===== src/rtl/mem_access_ctrl.sv =====
// mem_access_ctrl
//   Sequencer between the MEM stage and the 64-bit data memory port.
//   It accepts one load/store at a time. Stores are shifted into byte lanes
//   and given write strobes. Loads are extracted and then sign- or
//   zero-extended. Misaligned accesses and bus timeouts come back as errors.
//   Every accepted request produces exactly one resp_valid pulse.
//
// Ports
//   clk, rstn              clock; asynchronous active-low reset
//   req_valid/req_ready    request handshake from the MEM stage (ready only in IDLE)
//   req_we, req_addr,
//   req_wdata, req_width   access description (width: 000 none, 001 d, 010 w,
//                          011 h, 100 b, 101 wu, 110 hu, 111 bu)
//   mem_req/mem_gnt        memory request handshake
//   mem_addr, mem_wen,
//   mem_wdata, mem_wmask   doubleword-aligned request, lane-shifted data, strobes
//   mem_rvalid, mem_rdata  memory read return
//   resp_valid, resp_rdata,
//   resp_err               one-cycle response to the MEM stage
//
// Parameter
//   TIMEOUT                cycles allowed in REQ or WAIT before abort (0 = never)

module mem_access_ctrl #(
    parameter int TIMEOUT = 256
) (
    input  logic        clk,
    input  logic        rstn,
    input  logic        req_valid,
    output logic        req_ready,
    input  logic        req_we,
    input  logic [63:0] req_addr,
    input  logic [63:0] req_wdata,
    input  logic [2:0]  req_width,
    output logic        mem_req,
    input  logic        mem_gnt,
    output logic [63:0] mem_addr,
    output logic        mem_wen,
    output logic [63:0] mem_wdata,
    output logic [7:0]  mem_wmask,
    input  logic        mem_rvalid,
    input  logic [63:0] mem_rdata,
    output logic        resp_valid,
    output logic [63:0] resp_rdata,
    output logic        resp_err
);

    localparam int CW = (TIMEOUT < 1) ? 1 : $clog2(TIMEOUT + 1);
    localparam logic [CW-1:0] TO_LAST = CW'((TIMEOUT > 0) ? TIMEOUT - 1 : 0);

    typedef enum logic [1:0] {S_IDLE, S_REQ, S_WAIT, S_RESP} state_e;

    state_e        state_q;
    logic          we_q;
    logic [2:0]    width_q;
    logic [2:0]    off_q;
    logic [63:0]   rdata_q;
    logic          err_q;
    logic [CW-1:0] cnt_q;
    logic          drop_q;
    logic          mem_req_q;
    logic [63:0]   mem_addr_q;
    logic          mem_wen_q;
    logic [63:0]   mem_wdata_q;
    logic [7:0]    mem_wmask_q;
    logic          resp_valid_q;
    logic [63:0]   resp_rdata_q;
    logic          resp_err_q;

    logic [2:0]  off_in;
    logic        misalign_d;
    logic [7:0]  size_mask_d;
    logic [63:0] keep_d;
    logic [63:0] wdata_d;
    logic [7:0]  wmask_d;
    logic [63:0] shifted_d;
    logic [63:0] ext_d;
    logic        to_hit;

    assign off_in = req_addr[2:0];

    // Store lane placement, computed from the incoming request.
    always_comb begin
        misalign_d  = 1'b0;
        size_mask_d = 8'h00;
        keep_d      = 64'h0;
        case (req_width)
            3'b001: begin
                misalign_d  = |off_in;
                size_mask_d = 8'hFF;
                keep_d      = req_wdata;
            end
            3'b010, 3'b101: begin
                misalign_d  = |off_in[1:0];
                size_mask_d = 8'h0F;
                keep_d      = {32'h0, req_wdata[31:0]};
            end
            3'b011, 3'b110: begin
                misalign_d  = off_in[0];
                size_mask_d = 8'h03;
                keep_d      = {48'h0, req_wdata[15:0]};
            end
            3'b100, 3'b111: begin
                size_mask_d = 8'h01;
                keep_d      = {56'h0, req_wdata[7:0]};
            end
            default: ;
        endcase
        wdata_d = keep_d << {off_in, 3'b000};
        wmask_d = size_mask_d << off_in;
    end

    // Load extraction, using the captured offset and width.
    always_comb begin
        shifted_d = mem_rdata >> {off_q, 3'b000};
        case (width_q)
            3'b001:  ext_d = shifted_d;
            3'b010:  ext_d = {{32{shifted_d[31]}}, shifted_d[31:0]};
            3'b011:  ext_d = {{48{shifted_d[15]}}, shifted_d[15:0]};
            3'b100:  ext_d = {{56{shifted_d[7]}},  shifted_d[7:0]};
            3'b101:  ext_d = {32'h0, shifted_d[31:0]};
            3'b110:  ext_d = {48'h0, shifted_d[15:0]};
            3'b111:  ext_d = {56'h0, shifted_d[7:0]};
            default: ext_d = 64'h0;
        endcase
    end

    // Fires on the TIMEOUT-th cycle spent in REQ/WAIT. A handshake on the
    // same edge is checked first, so it wins.
    assign to_hit = (TIMEOUT != 0) && (cnt_q == TO_LAST);

    always_ff @(posedge clk or negedge rstn) begin
        if (!rstn) begin
            state_q      <= S_IDLE;
            we_q         <= 1'b0;
            width_q      <= 3'b000;
            off_q        <= 3'b000;
            rdata_q      <= 64'h0;
            err_q        <= 1'b0;
            cnt_q        <= '0;
            drop_q       <= 1'b0;
            mem_req_q    <= 1'b0;
            mem_addr_q   <= 64'h0;
            mem_wen_q    <= 1'b0;
            mem_wdata_q  <= 64'h0;
            mem_wmask_q  <= 8'h00;
            resp_valid_q <= 1'b0;
            resp_rdata_q <= 64'h0;
            resp_err_q   <= 1'b0;
        end else begin
            resp_valid_q <= 1'b0;
            resp_rdata_q <= 64'h0;
            resp_err_q   <= 1'b0;

            // A stale return from an aborted load is swallowed wherever it
            // lands. A fresh WAIT abort below re-arms the flag.
            if (drop_q && mem_rvalid) drop_q <= 1'b0;

            case (state_q)
                S_IDLE: begin
                    if (req_valid) begin
                        we_q    <= req_we;
                        width_q <= req_width;
                        off_q   <= off_in;
                        rdata_q <= 64'h0;
                        if (req_width == 3'b000) begin
                            err_q   <= 1'b0;
                            state_q <= S_RESP;
                        end else if (misalign_d) begin
                            err_q   <= 1'b1;
                            state_q <= S_RESP;
                        end else begin
                            err_q       <= 1'b0;
                            cnt_q       <= '0;
                            mem_req_q   <= 1'b1;
                            mem_addr_q  <= {req_addr[63:3], 3'b000};
                            mem_wen_q   <= req_we;
                            mem_wdata_q <= req_we ? wdata_d : 64'h0;
                            mem_wmask_q <= req_we ? wmask_d : 8'h00;
                            state_q     <= S_REQ;
                        end
                    end
                end
                S_REQ: begin
                    if (mem_gnt || to_hit) begin
                        mem_req_q   <= 1'b0;
                        mem_addr_q  <= 64'h0;
                        mem_wen_q   <= 1'b0;
                        mem_wdata_q <= 64'h0;
                        mem_wmask_q <= 8'h00;
                        cnt_q       <= '0;
                    end else begin
                        cnt_q <= cnt_q + CW'(1);
                    end
                    if (mem_gnt) begin
                        state_q <= we_q ? S_RESP : S_WAIT;
                    end else if (to_hit) begin
                        err_q   <= 1'b1;
                        state_q <= S_RESP;
                    end
                end
                S_WAIT: begin
                    if (mem_rvalid && !drop_q) begin
                        rdata_q <= ext_d;
                        state_q <= S_RESP;
                    end else if (to_hit) begin
                        err_q   <= 1'b1;
                        drop_q  <= 1'b1;
                        state_q <= S_RESP;
                    end else begin
                        cnt_q <= cnt_q + CW'(1);
                    end
                end
                S_RESP: begin
                    resp_valid_q <= 1'b1;
                    resp_err_q   <= err_q;
                    resp_rdata_q <= rdata_q;
                    state_q      <= S_IDLE;
                end
                default: state_q <= S_IDLE;
            endcase
        end
    end

    assign req_ready  = (state_q == S_IDLE);
    assign mem_req    = mem_req_q;
    assign mem_addr   = mem_addr_q;
    assign mem_wen    = mem_wen_q;
    assign mem_wdata  = mem_wdata_q;
    assign mem_wmask  = mem_wmask_q;
    assign resp_valid = resp_valid_q;
    assign resp_rdata = resp_rdata_q;
    assign resp_err   = resp_err_q;

endmodule


===== config.mk =====
export PLATFORM = sky130hd
export DESIGN_NAME = mem_access_ctrl
export DESIGN_NICKNAME = d
export VERILOG_FILES = /design/src/rtl/mem_access_ctrl.sv
export SDC_FILE = /design/constraint.sdc
export NUM_CORES = 1
export LEC_CHECK = 0
export CAP_MARGIN = 0
export CORE_AREA = 2 2 295 180
export CTS_BUF_LIST = sky130_fd_sc_hd__clkbuf_4 sky130_fd_sc_hd__clkbuf_8 sky130_fd_sc_hd__clkbuf_16
export CTS_CLUSTER_DIAMETER = 40
export DETAILED_ROUTE_END_ITERATION = 8
export DIE_AREA = 0 0 297 182
export PLACE_DENSITY = 0.61
export SLEW_MARGIN = 20
export SYNTH_ARGS = -nofsm -noshare
export SYNTH_HDL_FRONTEND = slang
export SYNTH_SLANG_ARGS = --single-unit

===== constraint.sdc =====
create_clock -name clk -period 3 [get_ports clk]
set_clock_uncertainty 0.05 [all_clocks]
set_input_delay 0.6 -clock clk [delete_from_list [all_inputs] [get_ports clk]]
set_output_delay 0.6 -clock clk [all_outputs]
set_load 0.01 [all_outputs]

Yosys cells after proc, flatten, opt, wreduce, memory -nomap -nowiden. Cells that the tools add are included.

Flip-flop bits (word level): 288. Bits in latches: 0. RAM bits: 0. Memory bits (read-only): 0. Input port bits: 201. Output and inout port bits: 205. Word-level logic and storage cells: 126. Memories kept: 0.

Add/sub/neg operators: 1. Multiply operators: 0. Divide/modulo/power cells: 0. Magnitude comparators: 0. Equality and inequality tests: 26. Shift operators: 3. Mux-type cells: 61. Bitwise operators: 0. Reduce and logical (&&, ||, !) cells: 19.

Operators by type and width (number): 64-bit two-way mux (11); 64-bit case mux with 7 select lines (1); 64-bit case mux with 2 select lines (3); 64-bit case mux with 4 select lines (1); 64-bit by 6-bit << shifter with 64-bit output (1); 64-bit by 6-bit right shift with 64-bit output (1); 9-bit two-way mux (6); 8-bit two-way mux (5); 8-bit case mux with 4 select lines (1); 9-bit case mux with 3 select lines (1); 3-bit equality test, second input constant (8); 1-bit two-way mux (20); 2-bit != test, second input constant (8); 8-bit case mux with 2 select lines (1); 3-bit by 2-bit equality test with 1-bit output, second input constant (4); 2-bit two-way mux (6); 9-bit by 1-bit adder with 9-bit output, second input constant (1); 9-bit by 8-bit equality test with 1-bit output, second input constant (1); 2-bit case mux with 4 select lines (1); 2-bit OR reduction (4); 8-bit by 3-bit << shifter with 8-bit output (1); 3-bit by 1-bit equality test with 1-bit output, second input constant (2); 1-bit case mux with 3 select lines (2); 6-bit AND reduction (1); 15 further kinds (19).

Longest topological paths before layout.
Depth after elaboration: 9. Mapped depth: 11. Mapped depth without buffers: 10.

Worst setup path after synthesis. OpenSTA, ideal clock, no wires.

Kind: reg2reg. From: reg cnt_q[0]. To: reg mem_addr_q[10], in the netlist mem_addr[10]. Library setup time: 125 ps. Arrival time: 2618 ps. Data required time: 2825 ps. Setup slack: 207 ps. Stages on the path, launching flop included: 11. Buffers on the path: 1. Clock period less this slack: 2793 ps. Cells stage by stage: dfrtp_1 ha_1 and3_1 and3_1 and3_1 ha_1 nor3b_1 nor2_1 a21oi_4 buf_2 mux2_2.

Cells in the longest elaborated chain, start to end: 4.

Ends and longest elaborated chain: start: declaration (RTL line 59) `logic [CW-1:0] cnt_q;`; start signal: assignment (RTL line 193) `cnt_q <= cnt_q + CW'(1);`; start signal: assignment (RTL line 211) `cnt_q <= cnt_q + CW'(1);`; 9-bit by 8-bit equality test with 1-bit output (RTL line 130) `assign to_hit = (TIMEOUT != 0) && (cnt_q == TO_LAST);`; 1-bit logical OR (RTL line 185) `if (mem_gnt || to_hit) begin`; 2-bit != test (no line); 5-bit AND reduction (no line); end signal: assignment (RTL line 176) `mem_addr_q <= {req_addr[63:3], 3'b000};`; end: declaration (RTL line 62) `logic [63:0] mem_addr_q;`.

Every way passes these cells. A chain may end at the register's enable or synchronous reset.

Final worst setup path.
From: reg cnt_q[1]. To: reg mem_addr_q[16], in the netlist mem_addr[16].

Same word-level chain as after synthesis.

==> results.py <==
metrics = {
    "drt": {
        "remaining_drc_errors": 0,
        "vias": 13930,
        "wl_per_cell_um": 22.9,
        "first_pass_iters": 6,
        "drt_first_iter_violations": 1424,
        "ant_nets": 0,
        "wl_um": 60100,
        "viasPerCell": 5.31,
    },
    "setup_path": {
        "critPathKind": "flip-flop to flip-flop",
        "path_max_fanout": 17,
        "worstSetupEndpointType": "flip-flop",
        "r2r_start": "cnt_q[1]",
        "rr_worst_depth": 11,
        "ff2ff_setup_slack_ns": 0.11,
        "startpoint_type": "flip-flop",
        "worstPathArrival_ns": 3.25,
        "critPathRequiredTime_ns": 3.36,
        "rr_endpoint": "mem_addr[16]",
    },
    "clocking": {
        "cts_buffer_depth": 3,
        "clk_latency_ns": 0.54,
        "cts_tree": "yes",
        "cts_inserted_buffers": 40,
        "cts.sinks": 285,
        "root_buffer": "clkbuf_16",
        "cts_max_level": 2,
        "clkTransAtPathRegs_ns": 0.05,
    },
    "synth": {
        "synth-compound-area-share": 0.208,
        "yosys.area_share.simple": 0.148,
        "synthArstFlopShare": 1.00,
        "syn_area_um2": 15300,
        "synth_adder_area_share": 0.00492,
        "avgSynthCellArea_um2": 10.4,
        "ys_types": 69,
        "synth_top_family_by_area": "compound AO/OA/AOI/OAI gates",
        "synth_cells": 1474,
        "yosysMostFrequentCell": "dfrtp_1",
        "synth_commonest_cells": "285 x dfrtp_1, 121 x nand2_1, 98 x mux2_2",
        "yosysTopAreaCell": "dfrtp_1",
        "synth.top_cell.area_share": 0.467,
        "synthXorXnorAreaFrac": 0,
        "ys_top_cells_by_area": "dfrtp_1 47%, mux2_2 7.2%, mux2i_1 4.7%, and2_1 3.2%, nor2b_1 3.1%",
        "yosys_most_used_dff": "dfrtp_1",
        "synth.mux.area_fraction": 0.128,
        "synth_enable_flop_cells": 0,
        "yosys_warnings": 0,
        "yosysSeqAreaShare": 0.467,
        "postSynthRegisterBits": 285,
    },
    "power": {
        "swShare": 0.370,
        "pwr-share-comb": 0.436,
        "intPower_mw": 12.1,
        "p_sw_mw": 7.08,
        "total_power_mw": 19.1,
        "clock_power_share": 0.277,
        "peakVddDrop_uv": 540,
        "seqPwrFrac": 0.288,
        "power_density_nw_per_um2": 869,
        "leakage_nw": 9.28,
    },
    "floorplanning": {
        "die_h_um": 182,
        "start_util": 0.295,
        "dieArea_um2": 54100,
        "die_w_um": 297,
        "core_area_um2": 51700,
        "rows": 65,
        "io-pin-count": 406,
    },
    "sta": {
        "rsz0062_at_grt": "yes",
        "slew_headroom": 0.304,
        "slew_viol_final": 0,
        "fmax_ghz": 0.346,
        "finalHoldViolations": 0,
        "setup_ws_ns": 0.107,
        "final-setup-viol-count": 0,
        "fin_crit_sh": 0.964,
        "worst_slew_pin_slew_ns": 1.04,
        "setup_tns_ns": 0,
        "period_minus_slack_ns": 2.89,
    },
    "run": {
        "maxCapViolations": 0,
    },
    "place": {
        "place.gp.congestion": 0.945,
        "pre_cts_ws_ns": -0.123,
        "place_area_um2": 20500,
        "detailed_place_hpwl_um": 45100,
        "io_buffers": 402,
    },
    "global_routing": {
        "met1_usage": 0.321,
        "overflow": 0,
        "busiest_layer": "met1",
        "antenna_found_initial": 3,
        "use_met2": 0.285,
        "grt_use_met3": 0.0823,
        "grtUsageTotal": 0.216,
        "grt_pass1_wl_um": 89000,
        "grt_pass1_vias": 13630,
        "grt_max_degree": 81,
    },
    "hold_path": {
        "hold-path-endpoint": "mem_wmask[0]",
        "hp-start": "mem_wmask[0]",
        "hold_depth": 1,
        "holdCritPathClass": "flip-flop to flip-flop",
    },
    "final_layout": {
        "multiInputGateArea_um2": 7500,
        "fillCellCount": 4944,
        "register_area_um2": 7140,
        "drive_gt1_frac": 0.157,
        "area_growth_pct": 44.4,
        "final_area_um2": 22000,
        "num-nets-final": 2095,
    },
    "run_status": {
        "outcome": "finished clean",
    },
}
==> kinds of logic (layout without fill, tap and decap cells) <==
| group | after synthesis | in the layout |
|---|---|---|
| mux | 179 | 179 |
| buf+inv | 149 | 589 |
| compound gates | 422 | 422 |
| flops | 285 | 285 |
| fa+ha+maj | 6 | 6 |
| simple gates | 432 | 432 |
| other cells | 1 | 5 |
==> per-stage QoR <==
stage	utilization	instances	hold WS, ns
detailed placement	0.396	2544	0.415
CTS	0.425	2615	0.430
finish	0.426	2621	0.426
floorplan	-	1476	0.254
global route	0.426	2621	0.437
global placement	0.396	2544	0.412
==> critical path: stages (launching register included) <==
cell and delay, ns:
dfrtp_1 0.41, ha_1 0.22, and3_1 0.22, and3_1 0.21, and3_1 0.19, ha_1 0.21
nor3b_2 0.25, nor2_1 0.11, a21oi_4 0.16, buf_12 0.19, buf_12 0.17, mux2_2 0.34
==> power groups by stage <==
stage / clock, mW / combinational [mW] / sequential, mW
finish: 5.30 / 8.34 / 5.51
detailed placement: 0 / 8.13 / 5.56
global placement: 0 / 8.03 / 5.53
floorplan: 0 / 4.29 / 5.62
global route: 5.64 / 8.93 / 5.64
CTS: 5.45 / 8.17 / 5.51
==> cells in the final DEF (no fill, tap or decap), types with 7 or more instances in the layout <==
master,count
a211oi_1,31
a21boi_0,13
a21o_1,8
a21oi_1,60
a221o_1,22
a221oi_1,8
a22o_1,42
a22oi_1,62
a31o_2,8
a32oi_1,9
and2_1,78
buf_12,16
buf_4,79
bufinv_16,9
clkbuf_16,42
clkdlybuf4s50_1,399
dfrtp_1,282
inv_1,18
mux2_1,7
mux2_2,98
mux2i_1,72
nand2_1,121
nand2b_1,22
nand3_1,8
nor2_1,74
nor2b_1,76
nor3_1,19
nor4bb_1,7
o211ai_1,15
o21ai_0,42
o221ai_1,17
o22ai_1,11
o2bb2ai_1,32
==> flip-flops by register name, indices dropped and copies added, names as in the netlist, 3 cells and up <==
signal / flops
cnt_q: 9
mem_addr: 61
mem_wdata: 64
mem_wmask: 8
off_q: 3
rdata_q: 64
resp_rdata: 64
width_q: 3
==> worst max path at each step <==
stage / slack [ns] / start / cells past startpoint / endpoint
floorplan: 0.21 / cnt_q[0] / 10 / mem_addr[10]
global placement: -0.10 / req_width[0] / 5 / mem_wdata[55]
detailed placement: -0.12 / req_width[0] / 5 / mem_wdata[55]
CTS: 0.08 / cnt_q[1] / 11 / mem_addr[16]
global route: -0.009 / cnt_q[1] / 11 / mem_addr[16]
finish: 0.11 / cnt_q[1] / 11 / mem_addr[16]
==> final cells by class <==
type                            instances  area share
Clock buffer                           48      0.0501
Timing Repair Buffer                  499       0.225
Sequential cell                       285       0.324
Multi-Input combinational cell       1042       0.340
Tap cell                              703      0.0399
Clock inverter                         22      0.0167
Inverter                               20     0.00341
Antenna cell                            2    0.000227
==> per-layer routing <==
metal | up-vias | share of wire
li1 | 6263 | -
met1 | 6963 | 0.47
met2 | 610 | 0.40
met3 | 94 | 0.11
met4 | 0 | 0.025
met5 | - | 0
==> repair_timing <==
action / in CTS / in global routing
buffers inserted: 0 / 3
pin swaps: 0 / 2
setup endpoints to repair: 25 / 25
gates resized for setup: 1 / 2
hold buffers: 1 / 0
gates cloned: 0 / 1
endpoints found under the hold margin: 50 / 0
(Power assumes the default switching activity.)
==> patch 1 (config.mk and constraints unchanged) <==
`TIMEOUT`: 256 -> 1024.
--- a/src/rtl/mem_access_ctrl.sv
+++ b/src/rtl/mem_access_ctrl.sv
@@ -24,3 +24,3 @@
 module mem_access_ctrl #(
-    parameter int TIMEOUT = 256
+    parameter int TIMEOUT = 1024
 ) (
Formal check against the unedited RTL: same outputs for any inputs over 4 cycles, from zero or initial values and one cycle with rstn low; that may be too few to reach the edited logic, so the function may still have changed.
==> patch 1 against the original RTL <==
- setup slack improved by 0.17 ns
- cell count is 2.6% lower
- sequential cell count up 2
- synthesized area down 2.7%
- via count decreased by 4.7%
- routed wire length down 7.9%
- non-clock buffer count fell by 15
- cell area is 2.2% lower
- total power shrank 3.7%
==> patch 1: results (changes against the original RTL) <==
- Status: completed
- Port-buffer cells: 402 (unchanged)
- Worst Hold Margin: 0.417 ns (-0.00899 ns)
- Placed cells: 2474 (-2.8%)
- Mux cell area share after synthesis: 14.3% (+1.6 points)
- Register area share after synthesis: 48.4% (+1.7 points)
- DR WL met2: 24300 um (+1.4%)
- DR pass1 iterations: 5 (-1)
- Met1 Wirelength: 25500 um (-9.3%)
- Placer congestion estimate: 0.912 (-3.5%)
- Setup ws final: 0.278 ns (+0.171 ns)
- VDD IR max: 0.000495 V (-8.2%)
- Rel. slew slack: 21.2% (-9.3 points)
- First-pass GRT wire length: 83200 um (-6.5%)
- Final Non-Filler Cells: 2554 (-2.6%)
- Synth Warn #: 0 (unchanged)
- Post-layout nets: 2020 (-3.6%)
- Met3 routed WL: 4020 um (-38%)
- Worst R2R Setup Slack: 0.30 ns (+0.19 ns)
- Clk buf depth: 3 (unchanged)
- GRT Total Usage: 20.0% (-1.6 points)
- Synth cell types: 67 (-2.9%)
- Post_cts resized: 0 (-1)
- Post-Synth XOR/XNOR Area: 0% (unchanged)
- Total vias in the final route: 13300 (-4.7%)
- H-Tree Depth: 2 (unchanged)
- Starting Density: 28.7% (-0.81 points)
- Detailed router's first-iteration violation count: 1250 (-12%)
- Hold Path Class: flop to flop
- Top cells by area, synth: dfrtp_1 (48%), mux2i_1 (4.9%), mux2_1 (4.4%)
- Initial antenna violation count: 6 (+3)
- Post-DP Area: 20100 sq um (-1.7%)
- P_leak: 0.00911 uW (-1.8%)
- Total CTS buffers: 40 (unchanged)
- Largest net degree at the start of global routing: 97 (+20%)
- Post-Route WL: 55300 um (-7.9%)
- Clock slew at reported path FFs: ~0.06 ns
- Share of cells above drive strength 1: 12.7% (-3.0 points)
- Max layer used: met5
- Critical path arrival: 2.07 ns (-1.18 ns)
- Synth top cells by count: dfrtp_1 (287), nand2_1 (103), a21oi_1 (101)
- Root buffer cell: clkbuf_16
- Asr flop ratio synth: 100% (unchanged)
- Synth Area in Compound Gates: 19.6% (-1.3 points)
- Synth Area in Adders: 0.422% (-0.070 points)
- Gate Count Post-Synth: 1398 (-5.2%)
- Placement Setup Slack: -0.0750 ns (+0.0477 ns)
- Max FO, Critical Path: 7 (-10)
- Clock Latency Late Sink: around 0.53 ns
- HPWL after detailed placement: 41400 um (-8.1%)
-- patch 1: timing repair --
item | in CTS | in global routing
buffers inserted | 0 | 0
hold buffers | 1 | 0
endpoints found under the hold margin | 23 | 0
-- patch 1: routing by layer --
metal	track usage [%]	vias to the layer above
li1	-	6000
met1	28.8	6672
met2	29.3	509
met3	4.75	90
met4	6.51	2
met5	0	-
-- patch 1: final timing paths --
kind	start	to	cells past startpoint
worst min-delay path	rdata_q[15]	rdata_q[15]	2
min in group asynchronous	rstn	mem_addr[10]	2
max in group asynchronous	rstn	resp_rdata[52]	3
worst max-delay path	state_q[0]	req_ready	3
worst max register to register	off_q[0]	rdata_q[22]	6
worst min register to register	rdata_q[15]	rdata_q[15]	2
-- patch 1: final cells by class --
cell class                 instances  area [sq um]
clock inverter                    24           292
sequential                       287          7180
timing repair buffer             484          4850
inverter                          24          90.1
clock buffer                      48          1100
tap                              703           880
multi-input combinational        977          7140
antenna                            7          17.5
fill                            4949         30200
-- patch 1: metrics by stage --
step                setup TNS, ns  total power (uW)
floorplan                       0              9810
global placement           -0.100             13300
detailed placement          -3.18             13500
CTS                             0             18500
global route                    0             19400
finish                          0             18400
-- patch 1: logic make-up (layout without fill, tap and decap cells) --
family          Yosys count  count (layout)
mux                     185             185
simple gates            372             372
flops                   287             287
compound gates          412             412
buf+inv                 136             580
fa+ha+maj                 5               5
other cells               1              10
-- patch 1: worst max-delay path: stages, from the launching register on --
cell	delay, ns
dfrtp_1	0.44
inv_1	0.11
ha_1	0.30
clkdlybuf4s50_1	0.69
-- patch 1: where the power goes --
group / internal [uW] / total, uW / switching [uW]
registers: 4760 / 5360 / 599
clock network: 3020 / 4940 / 1920
logic: 3660 / 8140 / 4470
==> patch 2 (config.mk and constraints unchanged) <==
Made on the original files. Encoding of `state_e`: now one-hot (4 bits for 4 states).
--- a/src/rtl/mem_access_ctrl.sv
+++ b/src/rtl/mem_access_ctrl.sv
@@ -50,3 +50,3 @@
 
-    typedef enum logic [1:0] {S_IDLE, S_REQ, S_WAIT, S_RESP} state_e;
+    typedef enum logic [3:0] {S_IDLE = 4'b0001, S_REQ = 4'b0010, S_WAIT = 4'b0100, S_RESP = 4'b1000} state_e;
 
Function: same outputs for any inputs over 4 cycles, from zero or initial values and one cycle with rstn low; so few cycles prove little.
==> patch 2 against the original RTL <==
- sequential cell count grew 2
- register-to-register slack better by 0.02 ns
- setup slack lost 0.029 ns
- utilization rose by 1.1 points
- largest power group unchanged
- total power is 1.7% lower
- routed wire length up 6.7%
- cell area up 2.6%
- largest cell class unchanged
- synthesized area up 0.30%
- combinational power fell by 1%
==> patch 2: results (changes against the original RTL) <==
- Placer congestion estimate: 1.05 (+11%)
- Fillers: 4934 (-0.20%)
- Critical path arrival: 3.34 ns (+0.09 ns)
- Hold Path Class: flop to flop
- Worst R2R Setup Slack: 0.13 ns (+0.02 ns)
- Reg2reg start: cnt_q[0]
- VDD IR max: 0.000482 V (-11%)
- Register area share after synthesis: 46.9% (+0.20 points)
- First-pass GRT wire length: 92300 um (+3.8%)
- Vias/cell: 5.23 (-1.6%)
- GRT Total Usage: 22.6% (+1.0 points)
- HPWL after detailed placement: 48200 um (+6.9%)
- Post-synth EDFFs: 0 (unchanged)
- Hold_sp: rdata_q[6]
- Total CTS buffers: 41 (+2.5%)
- Final Non-Filler Cells: 2717 (+3.7%)
- Reg2reg path depth: 12 (+1)
- Post-layout nets: 2184 (+4.2%)
- Top_reg_cell synth: dfrtp_1
- Placement Setup Slack: -0.509 ns (-0.386 ns)
- Clock Latency Late Sink: 0.54 ns (about the same)
- Clk buf depth: 3 (unchanged)
- Port-buffer cells: 402 (unchanged)
- Asr flop ratio synth: 100% (unchanged)
- Detailed router's first-iteration violation count: 1400 (-1.7%)
- ANT nets after route: 0 (unchanged)
- Status: completed
- Vias in the first global route: 13900 (+2.2%)
- Endpoint of the worst hold path: resp_rdata[6]
- P_leak: 0.0104 uW (+12%)
- Post-route cell area: 22600 sq um (+2.6%)
- Max FO, Critical Path: 10 (-7)
- Synth Warn #: 0 (unchanged)
- Routed WL per cell: 23.6 um (+2.9%)
- Root buffer cell: clkbuf_16
- Synth cell types: 71 (+2.9%)
- Crit-path leading delay family: compound AO/OA/AOI/OAI gates
- Synth top cells by count: dfrtp_1 (286), nand2_1 (149), mux2i_1 (139)
- Critical path's largest stage delay: 0.79 ns (+0.38 ns)
- Placed cells: 2626 (+3.2%)
- Initial antenna violation count: 11 (+8)
- Largest net degree at the start of global routing: 85 (+4.9%)
- Slowest CP cell: a2111oi_1
- FF-to-FF End: mem_wmask[3]
- Tightest Pin Transition: 1.08 ns (+0.0477 ns)
- Share of cells above drive strength 1: 17.1% (+1.4 points)
- Gate Count Post-Synth: 1501 (+1.8%)
- Clock slew at reported path FFs: around 0.060 ns
- H-Tree Depth: 2 (unchanged)
- DR pass1 iterations: 5 (-1)
- WHS Path Cells: 1 (unchanged)
- Top cells by area, synth: dfrtp_1 (47%), mux2i_1 (9.1%), mux2_2 (5.3%)
- Post-DP Area: 20900 sq um (+2.1%)
==> patch 2: cell types whose count changed after synthesis, sizes merged, moves of 16 or more <==
cell,before,now
mux2i,72,139
inv,18,82
o2bb2ai,32,0
o21ai,43,59
a22o,42,3
nor2b,76,22
a221oi,8,31
o221ai,17,1
nand2,121,149
==> patch 2: worst register-to-register path: stages (launching register included) <==
cell      delay (ns)
dfrtp_1         0.40
ha_1            0.22
nand3_1         0.12
or2_2           0.35
nor2_1          0.13
ha_1            0.20
buf_4           0.15
nand2b_1        0.13
a32oi_2         0.09
nand3_4         0.12
buf_12          0.16
buf_6           0.26
mux2_2          0.37
==> patch 2: cell families (layout without fill, tap and decap cells) <==
family / Yosys count / after routing / synth area share, %
other cells: 1 / 5 / 0.0245
fa+ha+maj: 2 / 2 / 0.164
mux: 239 / 239 / 17.2
simple gates: 437 / 437 / 14.3
buf+inv: 208 / 717 / 5.85
compound gates: 327 / 327 / 15.5
flops: 287 / 287 / 46.9
==> patch 2: what timing repair did <==
item / in CTS / in global routing
buffers inserted: 1 / 7
setup endpoints to repair: 126 / 106
gates resized for setup: 3 / 10
gates cloned: 0 / 6
endpoints found under the hold margin: 36 / 0
hold buffers: 1 / 0
pin swaps: 0 / 1
==> patch 2: worst max path at each step <==
stage | slack [ns] | depth (start not counted) | endpoint | from
5_1_grt | -0.01 | 12 | mem_wmask[3] | cnt_q[0]
3_5_place_dp | -0.51 | 8 | mem_wdata[33] | req_width[1]
4_1_cts | 0.04 | 12 | mem_addr[28] | cnt_q[0]
6_report | 0.08 | 8 | mem_wdata[33] | req_width[1]
3_3_place_gp | -0.57 | 8 | mem_wdata[33] | req_width[1]
2_1_floorplan | 0.37 | 11 | mem_wdata[31] | cnt_q[0]
==> patch 2: metal layers <==
metal / global-route usage, % / wire [um] / up-vias
li1: - / - / 6345
met1: 33.7 / 30100 / 7105
met2: 29.8 / 25200 / 651
met3: 9.25 / 7080 / 97
met4: 5.15 / 1550 / 13
met5: 0 / 188 / -
==> patch 2: power breakdown <==
group          internal [uW]  switching, uW  total, uW
combinational           3960           4280       8240
clock                   3120           1950       5070
sequential              4740            769       5510
total                  11800           6990      18800
==> patch 2: cell type report <==
type / count / share of cell area, %
clock inverter: 23 / 1.23
sequential: 287 / 31.8
antenna: 2 / 0.0221
clock buffer: 51 / 5.11
tap: 703 / 3.89
multi-input combinational: 1008 / 32.2
timing repair buffer: 561 / 24.4
inverter: 82 / 1.36
==> patch 2: stage by stage <==
step / total power [uW] / hold WS, ns
3_3_place_gp: 13300 / 0.410
5_1_grt: 19700 / 0.438
4_1_cts: 18600 / 0.427
2_1_floorplan: 9370 / 0.254
3_5_place_dp: 13400 / 0.413
6_report: 18800 / 0.414
